**config.mk**
```make
export PLATFORM = sky130hd
export DESIGN_NAME = coef_block_scheduler
export DESIGN_NICKNAME = d
export VERILOG_FILES = /design/src/rtl/coef_block_scheduler.sv
export SDC_FILE = /design/constraint.sdc
export NUM_CORES = 1
export LEC_CHECK = 0
export ABC_AREA = 1
export BUFFER_PORTS_ARGS = -buffer_cell sky130_fd_sc_hd__buf_2
export CAP_MARGIN = 20
export CORE_AREA = 2 2 101 83
export CTS_CLUSTER_SIZE = 25
export DETAILED_ROUTE_END_ITERATION = 8
export DIE_AREA = 0 0 103 85
export GPL_TIMING_DRIVEN = 0
export PLACE_DENSITY = 0.88
export SYNTH_ARGS = -nofsm -noshare
export SYNTH_HDL_FRONTEND = slang
export SYNTH_SLANG_ARGS = --single-unit
```
**constraint.sdc**
```tcl
create_clock -name clk -period 3.1 [get_ports clk]
set_input_delay 0.31 -clock clk [delete_from_list [all_inputs] [get_ports clk]]
set_output_delay 0.31 -clock clk [all_outputs]
set_load 0.005 [all_outputs]
```
**src/rtl/coef_block_scheduler.sv**
```systemverilog
// coef_block_scheduler: walks 8x8 raster coefficient blocks out of a ping-pong
// buffer in JPEG zigzag order and streams them to the entropy coder, tagging
// each block with its component according to the frame's sampling mode.
module coef_block_scheduler #(
  parameter int unsigned DATA_WIDTH = 10
) (
  input  logic                  clk,
  input  logic                  rst_n,
  input  logic                  frame_start,
  input  logic [1:0]            mode,
  input  logic [15:0]           mcu_count,
  input  logic [1:0]            bank_ready,
  output logic [1:0]            bank_release,
  output logic [6:0]            rd_addr,
  input  logic [DATA_WIDTH-1:0] rd_data,
  input  logic                  hold,
  output logic [DATA_WIDTH-1:0] out_data,
  output logic                  out_valid,
  output logic                  out_done,
  output logic [1:0]            out_comp,
  output logic                  dc_reset,
  output logic                  busy,
  output logic                  frame_done
);

  typedef enum logic [1:0] {
    S_IDLE,
    S_WAIT,
    S_READ,
    S_LAST
  } state_t;

  // Zigzag scan position -> raster index within the 8x8 block.
  localparam logic [5:0] ZIGZAG [64] = '{
    6'd0,  6'd1,  6'd8,  6'd16, 6'd9,  6'd2,  6'd3,  6'd10,
    6'd17, 6'd24, 6'd32, 6'd25, 6'd18, 6'd11, 6'd4,  6'd5,
    6'd12, 6'd19, 6'd26, 6'd33, 6'd40, 6'd48, 6'd41, 6'd34,
    6'd27, 6'd20, 6'd13, 6'd6,  6'd7,  6'd14, 6'd21, 6'd28,
    6'd35, 6'd42, 6'd49, 6'd56, 6'd57, 6'd50, 6'd43, 6'd36,
    6'd29, 6'd22, 6'd15, 6'd23, 6'd30, 6'd37, 6'd44, 6'd51,
    6'd58, 6'd59, 6'd52, 6'd45, 6'd38, 6'd31, 6'd39, 6'd46,
    6'd53, 6'd60, 6'd61, 6'd54, 6'd47, 6'd55, 6'd62, 6'd63
  };

  state_t      state_q;
  logic [1:0]  mode_q;
  logic [15:0] mcu_total_q;
  logic [15:0] mcu_q;
  logic [2:0]  blk_q;
  logic [5:0]  k_q;
  logic        ptr_q;

  logic [6:0]  rd_addr_q;
  logic        out_valid_q;
  logic        out_done_q;
  logic [1:0]  out_comp_q;
  logic [1:0]  bank_release_q;
  logic        dc_reset_q;
  logic        busy_q;
  logic        frame_done_q;

  logic [2:0]  blk_len;
  logic        blk_wrap;
  logic        frame_end;
  logic [1:0]  comp_cur;
  logic [5:0]  k_next;

  // Block-in-MCU bookkeeping derived from the latched sampling mode.
  always_comb begin
    blk_len  = 3'd1;
    comp_cur = 2'd0;
    unique case (mode_q)
      2'd1: begin
        blk_len  = 3'd3;
        comp_cur = blk_q[1:0];
      end
      2'd2: begin
        blk_len  = 3'd6;
        if (blk_q == 3'd4)      comp_cur = 2'd1;
        else if (blk_q == 3'd5) comp_cur = 2'd2;
        else                    comp_cur = 2'd0;
      end
      default: begin
        blk_len  = 3'd1;
        comp_cur = 2'd0;
      end
    endcase
    blk_wrap  = (blk_q == blk_len - 3'd1);
    frame_end = blk_wrap && (mcu_q == mcu_total_q - 16'd1);
    k_next    = k_q + 6'd1;
  end

  // Scheduler FSM with all control outputs registered.
  always_ff @(posedge clk or negedge rst_n) begin
    if (!rst_n) begin
      state_q        <= S_IDLE;
      mode_q         <= '0;
      mcu_total_q    <= '0;
      mcu_q          <= '0;
      blk_q          <= '0;
      k_q            <= '0;
      ptr_q          <= 1'b0;
      rd_addr_q      <= '0;
      out_valid_q    <= 1'b0;
      out_done_q     <= 1'b0;
      out_comp_q     <= '0;
      bank_release_q <= '0;
      dc_reset_q     <= 1'b0;
      busy_q         <= 1'b0;
      frame_done_q   <= 1'b0;
    end else begin
      dc_reset_q     <= 1'b0;
      bank_release_q <= '0;
      frame_done_q   <= 1'b0;
      out_done_q     <= 1'b0;
      // Data for an address issued in READ comes back on the following cycle.
      out_valid_q    <= (state_q == S_READ);

      unique case (state_q)
        S_IDLE: begin
          if (frame_start) begin
            mode_q      <= (mode == 2'd3) ? 2'd0 : mode;
            mcu_total_q <= (mcu_count == 16'd0) ? 16'd1 : mcu_count;
            mcu_q       <= '0;
            blk_q       <= '0;
            ptr_q       <= 1'b0;
            dc_reset_q  <= 1'b1;
            busy_q      <= 1'b1;
            state_q     <= S_WAIT;
          end
        end

        S_WAIT: begin
          if (bank_ready[ptr_q] && !hold) begin
            k_q       <= '0;
            rd_addr_q <= {ptr_q, ZIGZAG[0]};
            state_q   <= S_READ;
          end
        end

        S_READ: begin
          out_comp_q <= comp_cur;
          if (k_q == 6'd63) begin
            rd_addr_q      <= '0;
            out_done_q     <= 1'b1;
            bank_release_q <= ptr_q ? 2'b10 : 2'b01;
            frame_done_q   <= frame_end;
            state_q        <= S_LAST;
          end else begin
            k_q       <= k_next;
            rd_addr_q <= {ptr_q, ZIGZAG[k_next]};
          end
        end

        S_LAST: begin
          ptr_q <= ~ptr_q;
          if (blk_wrap) begin
            blk_q <= '0;
            mcu_q <= mcu_q + 16'd1;
          end else begin
            blk_q <= blk_q + 3'd1;
          end
          if (frame_end) begin
            busy_q  <= 1'b0;
            state_q <= S_IDLE;
          end else if (bank_ready[~ptr_q] && !hold) begin
            // The next bank is checked here so a ready bank starts READ
            // straight away, leaving a single gap cycle between blocks.
            k_q       <= '0;
            rd_addr_q <= {~ptr_q, ZIGZAG[0]};
            state_q   <= S_READ;
          end else begin
            state_q <= S_WAIT;
          end
        end

        default: state_q <= S_IDLE;
      endcase
    end
  end

  // Buffer read data is forwarded in its return cycle; zero when not valid.
  assign out_data     = out_valid_q ? rd_data : '0;
  assign rd_addr      = rd_addr_q;
  assign out_valid    = out_valid_q;
  assign out_done     = out_done_q;
  assign out_comp     = out_comp_q;
  assign bank_release = bank_release_q;
  assign dc_reset     = dc_reset_q;
  assign busy         = busy_q;
  assign frame_done   = frame_done_q;

endmodule

```
==> impl_metrics.py, run 1 <==
metrics = {
    "run_status": {
        "run_status": "finished, final reports clean",
    },
    "clock_tree": {
        "clock-root-buffer": "clkbuf_8",
        "numCtsBuffers": 9,
        "cts_tree": "built",
        "clkLatencyLatePin_ns": 0.35,
        "clock_sinks": 62,
        "clock_path_buffers": 2,
        "h-tree-depth": 3,
        "path_clk_slew_ns": 0.08,
        "cts_setup_buffers": 0,
    },
    "synthesis": {
        "synth_ff_type": "dfrtp_1",
        "synth_top_family_by_area": "simple AND/OR/NAND/NOR gates",
        "synth-simple-area-share_pct": 34.3,
        "yosysWarnings": 0,
        "synth-seq-cells": 62,
        "synth_edf_count": 0,
        "ys_types": 38,
        "synth_area_mm2": 0.00445,
        "synth_mux_area_share_pct": 0,
        "synth_xor_area_share_pct": 4.33,
        "seq_area_frac_synth_pct": 34.9,
        "async_reset_ff_share_pct": 100,
        "synthAdderAreaFrac_pct": 6.47,
        "avgSynthCellArea_um2": 6.89,
        "syn_nets": 703,
        "syn_inst": 646,
        "synth_compound_area_share_pct": 11.5,
    },
    "die": {
        "io_pins": 60,
        "start_util_pct": 57.3,
        "rows": 29,
        "core_mm2": 0.00776,
        "die_area_mm2": 0.00876,
        "die_x_um": 103,
        "die_h_um": 85,
    },
    "pwr": {
        "leakagePower_nw": 2.74,
        "power_density_mw_per_mm2": 843,
        "ir_worst_vdd_v": 0.000487,
    },
    "worst_setup_path": {
        "path_class": "flop to flop",
        "critPathArrivalTime_ns": 3.02,
        "crit_required_ns": 3.33,
        "rrSetupSlack_ns": 0.31,
        "end_kind": "flop",
        "cp-start-kind": "flop",
        "path_max_fanout": 11,
    },
    "placement": {
        "portBuffers": 59,
        "dp_hpwl_mm": 9.04,
        "place.gp.congestion": 0.953,
        "placed_area_mm2": 0.00490,
    },
    "sta": {
        "rsz0062_at_grt": "false",
        "finClkSkew_ns": 0.0138,
        "setup_viol_count_final": 0,
        "max_freq_ghz": 0.358,
        "setup_tns_ns": 0,
        "finalMaxSlewViolations": 0,
        "finalHoldViolCount": 0,
        "whs_ns": 0.173,
        "post-route-period-util_pct": 90.1,
        "period_minus_slack_ns": 2.79,
        "relSlewSlack_pct": 51.2,
        "tightest_slew_ns": 0.726,
    },
    "global_route": {
        "grt_start_max_net_pins": 42,
        "first_global_vias": 4295,
        "grt_use_total_pct": 28.6,
        "grt_overflow_total": 0,
        "grt_pass1_wl_mm": 19.8,
        "antenna_found_initial": 0,
    },
    "final_layout": {
        "fillers": 722,
        "area_growth_pct": 14.3,
        "final_nets": 775,
        "post-route-cell-area_mm2": 0.00508,
        "multi_input_area_mm2": 0.00252,
        "seqCellArea_mm2": 0.00155,
        "diodes": 0,
        "fin_util_pct": 65.5,
        "final_layout_size_suffix_gt1_share_pct": 15.6,
    },
    "worst_hold_path": {
        "min_path_type": "input port to flop",
    },
    "routing": {
        "ant_nets": 0,
        "drc": 0,
        "wirelength_mm": 12.1,
        "vias": 4555,
        "routedWlPerCell_um": 14.5,
        "drt_iter0_drc": 341,
        "vias_per_cell": 5.48,
        "drtPass1Iterations": 5,
    },
    "run": {
        "maxCapViolations": 0,
    },
}
worst paths after layout:
kind,start,end,cells past startpoint
min in group asynchronous,rst_n,mcu_total_q[3],2
max,k_q[1],rd_addr[4],11
max in group asynchronous,rst_n,mcu_q[14],3
min reg2reg,rd_addr[4],rd_addr[4],2
min,mode[1],mode_q[0],2
max reg2reg,k_q[1],rd_addr[4],11
layout make-up:
| type | instances | area share [%] |
|---|---|---|
| clock buffers | 10 | 2.71 |
| inverters | 87 | 6.42 |
| plain buffers | 12 | 0.984 |
| well taps | 108 | 2.66 |
| flip-flops and latches | 62 | 30.5 |
| repair buffers | 61 | 6.40 |
| multi-input cells | 485 | 49.6 |
| clock inverters | 6 | 0.738 |
layout by cell type, fill, tap and decap left out, types with 8 or more instances in the layout:
master    netlist  layout
xnor2_1        10      10
inv_1          79      79
clkbuf_8        0      10
nand3_1        44      44
nand2_1       192     192
buf_2           4      63
nor2_1         56      56
dfrtp_1        62      62
nor2_2         10      10
o21ai_0        48      48
inv_2           8       8
a21oi_1        23      23
nor3_1         14      14
xor2_1         12      12
ha_1           23      23
cells by family after synthesis:
group / after synthesis
buffers and inverters: 99
AO/OA/AOI/OAI: 94
AND/OR/NAND/NOR: 346
adder cells (fa/ha/maj): 23
flip-flops: 62
XOR/XNOR: 22
sequential cells by signal, indices dropped and copies added (netlist names), 2 cells and up:
| register | flops |
|---|---|
| out_comp | 2 |
| mode_q | 2 |
| k_q | 6 |
| mcu_total_q | 16 |
| bank_release | 2 |
| blk_q | 3 |
| mcu_q | 16 |
| rd_addr | 7 |
| state_q | 2 |
worst max-delay path, cell delays in order (launching register included):
cell	delay (ns)
dfrtp_1	0.48
ha_1	0.34
ha_1	0.36
inv_1	0.15
clkbuf_1	0.44
ha_1	0.32
inv_1	0.06
o21ai_0	0.09
a21oi_1	0.13
o21ai_0	0.10
nand3_1	0.13
nand2_1	0.07
layer usage:
metal | GRT usage, % | wire length (µm) | up-vias | share of wire, %
met3 | 6.43 | 988 | 16 | 8.2
li1 | - | - | 2221 | -
met2 | 44.3 | 5380 | 205 | 45
met4 | 8.13 | 187 | 0 | 1.6
met1 | 40.5 | 5510 | 2113 | 46
met5 | 0 | 0 | - | 0
through the flow:
step                total power [mW]  setup WS (ns)  instances
floorplan                       2.97          0.843        646
global placement                3.50          0.394        813
detailed placement              3.59          0.384        814
CTS                             4.24          0.353        831
global route                    4.68         0.0929        831
finish                          4.29          0.308        831
power breakdown:
| part | internal (mW) | total, mW | switching [mW] |
|---|---|---|---|
| Sequential | 1.04 | 1.34 | 0.301 |
| Clock | 0.307 | 0.639 | 0.333 |
| Combinational | 0.800 | 2.31 | 1.51 |
| Total | 2.14 | 4.29 | 2.14 |
repair_timing:
action | in CTS | in global routing
hold buffers | 1 | 0
gates resized for setup | 0 | 0
endpoints found under the hold margin | 21 | 0
Yosys cell counts (3+ instances only):
cell	n	share of area, %
nand2_1	192	16
inv_1	79	6.7
dfrtp_1	62	35
nor2_1	56	4.7
o21ai_0	48	5.4
nand3_1	44	5.0
a21oi_1	23	2.6
ha_1	23	6.5
nor3_1	14	1.6
xor2_1	12	2.4
nor2_2	10	1.4
xnor2_1	10	2.0
inv_2	8	0.68
clkbuf_1	7	0.59
nand4_1	7	0.98
o21ai_1	5	0.56
buf_2	4	0.45
nor4_1	4	0.56
a211oi_1	3	0.51
a31oi_1	3	0.42
nand2_2	3	0.42
nand3_2	3	0.68
o22ai_1	3	0.42
or2_2	3	0.42
Note: power is estimated with default switching activity, not from simulation.
==> run 2: changes to the inputs <==
--- a/config.mk
+++ b/config.mk
@@ -8,12 +8,12 @@
 export ABC_AREA = 1
 export BUFFER_PORTS_ARGS = -buffer_cell sky130_fd_sc_hd__buf_2
 export CAP_MARGIN = 20
-export CORE_AREA = 2 2 101 83
+export CORE_AREA = 2 2 153 125
 export CTS_CLUSTER_SIZE = 25
 export DETAILED_ROUTE_END_ITERATION = 8
-export DIE_AREA = 0 0 103 85
+export DIE_AREA = 0 0 155 127
 export GPL_TIMING_DRIVEN = 0
-export PLACE_DENSITY = 0.88
+export PLACE_DENSITY = 0.49
 export SYNTH_ARGS = -nofsm -noshare
 export SYNTH_HDL_FRONTEND = slang
 export SYNTH_SLANG_ARGS = --single-unit
==> impl_metrics.py, run 2 (synthesized netlist as in run 1, its figures left out) <==
metrics = {
    "pwr": {
        "ir_worst_vdd_v": 0.000236,
        "leakagePower_nw": 2.79,
        "power_density_mw_per_mm2": 871,
    },
    "worst_hold_path": {
        "min_path_type": "input port to asynchronous set/reset pin",
    },
    "clock_tree": {
        "cts_tree": "built",
        "clock_sinks": 62,
        "clock_path_buffers": 2,
        "path_clk_slew_ns": 0.06,
        "h-tree-depth": 3,
        "clock-root-buffer": "clkbuf_16",
        "clkLatencyLatePin_ns": 0.34,
        "cts_setup_buffers": 0,
        "numCtsBuffers": 9,
        "cts_resized": 0,
        "cts_hold_buf": 0,
    },
    "die": {
        "io_pins": 60,
        "start_util_pct": 24.7,
        "die_area_mm2": 0.0197,
        "die_x_um": 155,
        "rows": 44,
        "core_mm2": 0.0180,
        "die_h_um": 127,
    },
    "worst_setup_path": {
        "path_max_fanout": 11,
        "critPathArrivalTime_ns": 3.00,
        "r2r_start": "k_q[1]",
        "worstSetupStartpoint": "k_q[1]",
        "slowest_delay_ns": 0.48,
        "path_class": "flop to flop",
        "end_kind": "flop",
        "crit_path_frequent_cell": "ha_1",
        "crit_slowest_cell": "dfrtp_1",
        "path_cells": "ha_1 > ha_1 > inv_1 > clkbuf_1 > ha_1 > inv_1 > o21ai_0 > a21oi_1 > o21ai_0 > nand3_1 > nand2_1",
        "cp-start-kind": "flop",
        "crit_required_ns": 3.32,
    },
    "final_layout": {
        "final_common_cell": "nand2_1",
        "fin_util_pct": 29.6,
        "final_layout_size_suffix_gt1_share_pct": 15.4,
        "area_growth_pct": 19.9,
        "diodes": 0,
        "fillers": 1973,
        "finalNonFillerCells": 951,
        "final_nets": 773,
        "layout_common_cells": "nand2_1, inv_1, buf_2, dfrtp_1, nor2_1",
    },
    "sta": {
        "setup_tns_ns": 0,
        "tightest_slew_ns": 0.875,
        "post-route-period-util_pct": 89.5,
        "whs_ns": 0.0772,
        "finalMaxSlewViolations": 0,
        "setup_viol_count_final": 0,
        "finClkSkew_ns": 0.00882,
        "rsz0062_at_grt": "false",
        "max_freq_ghz": 0.360,
        "finalHoldViolCount": 0,
        "period_minus_slack_ns": 2.78,
        "setup_slack_ns": 0.324,
        "relSlewSlack_pct": 41.3,
    },
    "routing": {
        "ant_nets": 0,
        "vias_per_cell": 4.48,
        "wirelength_mm": 12.6,
        "drtPass1Iterations": 6,
        "routedWlPerCell_um": 13.2,
        "drt_iter0_drc": 260,
        "vias": 4262,
        "drc": 0,
    },
    "global_route": {
        "antenna_found_initial": 0,
        "grt_use_total_pct": 13.2,
        "grt_overflow_total": 0,
        "grt_pass1_wl_mm": 20.7,
        "grt_start_max_net_pins": 63,
        "first_global_vias": 3983,
    },
    "placement": {
        "post-place-cells": 935,
        "dp_hpwl_mm": 9.47,
        "portBuffers": 59,
        "dp_slack_ns": 0.404,
        "place.gp.congestion": 0.868,
    },
    "run": {
        "maxCapViolations": 0,
    },
    "run_status": {
        "run_status": "finished, final reports clean",
    },
}
run 2: critical path, delay by kind of cell, from the launching register on:
family / cells / cell delay [ns]
fa+ha+maj: 3 / 1.03
buf+inv: 3 / 0.65
flops: 1 / 0.48
simple gates: 2 / 0.21
compound gates: 3 / 0.30
run 2: final timing paths:
check	endpoint	slack [ns]	cells after the start
worst max-delay path	rd_addr[4]	0.32	11
worst min-delay path	mcu_total_q[9]	0.08	1
worst max register to register	rd_addr[4]	0.32	11
worst min register to register	rd_addr[1]	0.48	2
max in group asynchronous	bank_release[1]	2.48	1
min in group clk	mode_q[0]	0.19	2
run 2: per-stage QoR:
stage / power [mW] / cell area (µm²)
6_report: 4.64 / 5340
5_1_grt: 5.10 / 5340
4_1_cts: 4.67 / 5340
3_5_place_dp: 3.62 / 5030
3_3_place_gp: 3.64 / 5030
2_1_floorplan: 2.97 / 4450
run 2: layer usage:
metal,wire [µm],track usage (%)
met3,643,2.48
met5,0,0
met4,122,3.27
met1,6780,20.5
met2,5040,18.5
run 2: where the power goes:
part           internal, mW  switching, mW
Combinational         0.798           1.49
Sequential             1.04          0.290
Clock                 0.644          0.382
Total                  2.48           2.16
run 2: cell type report:
type / count / area (µm²) / share of cell area (%)
Inverter: 87 / 327 / 6.12
Timing Repair Buffer: 59 / 298 / 5.58
Clock inverter: 5 / 58.8 / 1.10
Tap cell: 230 / 288 / 5.39
Sequential cell: 62 / 1550 / 29.1
Clock buffer: 11 / 243 / 4.55
Buffer: 12 / 50.0 / 0.938
Multi-Input combinational cell: 485 / 2520 / 47.2
==> run 3: changes to the inputs <==
--- a/config.mk
+++ b/config.mk
@@ -8,12 +8,13 @@
 export ABC_AREA = 1
 export BUFFER_PORTS_ARGS = -buffer_cell sky130_fd_sc_hd__buf_2
 export CAP_MARGIN = 20
-export CORE_AREA = 2 2 153 125
+export CORE_AREA = 2 2 121 100
 export CTS_CLUSTER_SIZE = 25
 export DETAILED_ROUTE_END_ITERATION = 8
-export DIE_AREA = 0 0 155 127
+export DIE_AREA = 0 0 123 102
 export GPL_TIMING_DRIVEN = 0
-export PLACE_DENSITY = 0.49
+export MAX_ROUTING_LAYER = met4
+export PLACE_DENSITY = 0.66
 export SYNTH_ARGS = -nofsm -noshare
 export SYNTH_HDL_FRONTEND = slang
 export SYNTH_SLANG_ARGS = --single-unit
==> impl_metrics.py, run 3 (synthesized netlist as in run 1, its figures left out) <==
metrics = {
    "routing": {
        "drt_iter0_drc": 479,
        "ant_nets": 0,
        "wirelength_mm": 12.0,
        "drc": 0,
        "drtPass1Iterations": 5,
        "vias": 4429,
        "routedWlPerCell_um": 13.8,
        "vias_per_cell": 5.10,
    },
    "pwr": {
        "pwr-share-seq_pct": 28.3,
        "leakagePower_nw": 2.80,
        "p_comb_share_pct": 48.6,
        "netSwitchingFraction_pct": 45.6,
        "internal_power_mw": 2.56,
        "pwr-share-clk_pct": 23.2,
        "finalPower_mw": 4.71,
        "power_density_mw_per_mm2": 896,
        "ir_worst_vdd_v": 0.000300,
        "netSwitchingPower_mw": 2.15,
    },
    "clock_tree": {
        "clkLatencyLatePin_ns": 0.33,
        "cts_resized": 0,
        "numCtsBuffers": 9,
        "cts_tree": "built",
        "clock_path_buffers": 2,
        "clock_sinks": 62,
        "clock-root-buffer": "clkbuf_16",
        "path_clk_slew_ns": 0.06,
        "h-tree-depth": 3,
        "cts_setup_buffers": 0,
        "cts_hold_buf": 0,
    },
    "die": {
        "start_util_pct": 39.4,
        "core_mm2": 0.0113,
        "io_pins": 60,
        "rows": 35,
        "die_h_um": 102,
        "die_area_mm2": 0.0125,
        "die_x_um": 123,
    },
    "worst_setup_path": {
        "critPathArrivalTime_ns": 2.95,
        "r2r_end": "rd_addr[4]",
        "rrSetupSlack_ns": 0.37,
        "r2r.worst_path.cells": 11,
        "r2r_start": "k_q[1]",
        "cp-start-kind": "flop",
        "path_max_fanout": 11,
        "end_kind": "flop",
        "path_class": "flop to flop",
        "crit_required_ns": 3.32,
    },
    "final_layout": {
        "fin_util_pct": 46.5,
        "area_growth_pct": 18.1,
        "layout_common_cells": "nand2_1, inv_1, buf_2, dfrtp_1, nor2_1",
        "diodes": 0,
        "final_nets": 773,
        "final_common_cell": "nand2_1",
        "final_layout_size_suffix_gt1_share_pct": 15.5,
    },
    "sta": {
        "finClkSkew_ns": 0.00516,
        "relSlewSlack_pct": 43.2,
        "setup_slack_ns": 0.372,
        "whs_ns": 0.0574,
        "period_minus_slack_ns": 2.73,
        "finalHoldViolCount": 0,
        "tightest_slew_ns": 0.845,
        "max_freq_ghz": 0.367,
        "finalMaxSlewViolations": 0,
        "setup_tns_ns": 0,
        "post-route-period-util_pct": 88.0,
        "rsz0062_at_grt": "false",
        "setup_viol_count_final": 0,
    },
    "global_route": {
        "antenna_found_initial": 0,
        "grt_start_max_net_pins": 63,
        "grt_use_total_pct": 20.8,
        "grt_overflow_total": 0,
        "first_global_vias": 4175,
        "grt_pass1_wl_mm": 20.0,
    },
    "placement": {
        "dp_slack_ns": 0.448,
        "portBuffers": 59,
        "place.gp.congestion": 0.960,
        "dp_hpwl_mm": 8.98,
    },
    "run": {
        "maxCapViolations": 0,
    },
    "worst_hold_path": {
        "min_path_type": "input port to asynchronous set/reset pin",
    },
    "run_status": {
        "run_status": "finished, final reports clean",
    },
}
run 3: worst max-delay path by stage:
stage | slack, ns | start | end
after floorplan | 0.84 | k_q[1] | rd_addr[4]
after global placement | 0.42 | k_q[1] | rd_addr[4]
after detailed placement | 0.45 | k_q[1] | rd_addr[4]
after CTS | 0.42 | k_q[1] | rd_addr[4]
after global routing | 0.20 | k_q[1] | rd_addr[4]
final | 0.37 | k_q[1] | rd_addr[4]
run 3: cell type report:
cell class	count	area [µm²]
fillers	1119	6040
multi-input cells	485	2520
flip-flops and latches	62	1550
inverters	87	327
repair buffers	59	298
clock buffers	10	239
well taps	148	185
clock inverters	6	85.1
plain buffers	12	50.0
run 3: power groups by stage:
| stage | clock network [mW] | registers, mW | logic (mW) |
|---|---|---|---|
| 4_1_cts | 1.11 | 1.33 | 2.28 |
| 2_1_floorplan | 0 | 1.26 | 1.70 |
| 3_3_place_gp | 0 | 1.33 | 2.21 |
| 5_1_grt | 1.14 | 1.37 | 2.62 |
| 3_5_place_dp | 0 | 1.33 | 2.26 |
| 6_report | 1.09 | 1.33 | 2.29 |
run 3: worst max-delay path: stages, from the launching register on:
cell and delay [ns]:
dfrtp_1 0.47, ha_1 0.31, ha_1 0.41, inv_1 0.15, clkbuf_1 0.43, ha_1 0.34, inv_1 0.07, o21ai_0 0.08
a21oi_1 0.12, o21ai_0 0.10, nand3_1 0.10, nand2_1 0.05
run 3: through the flow:
step,cell area (µm²),instances
final,5260,869
after global routing,5260,869
after CTS,5260,869
after detailed placement,4930,853
after global placement,4930,853
after floorplan,4450,646
run 3: per-layer routing:
layer  share of wire [%]  GRT usage (%)
met1                  48           28.5
met2                  45           31.5
met3                 6.3           4.35
met4                0.99           5.07
met5                   0              -
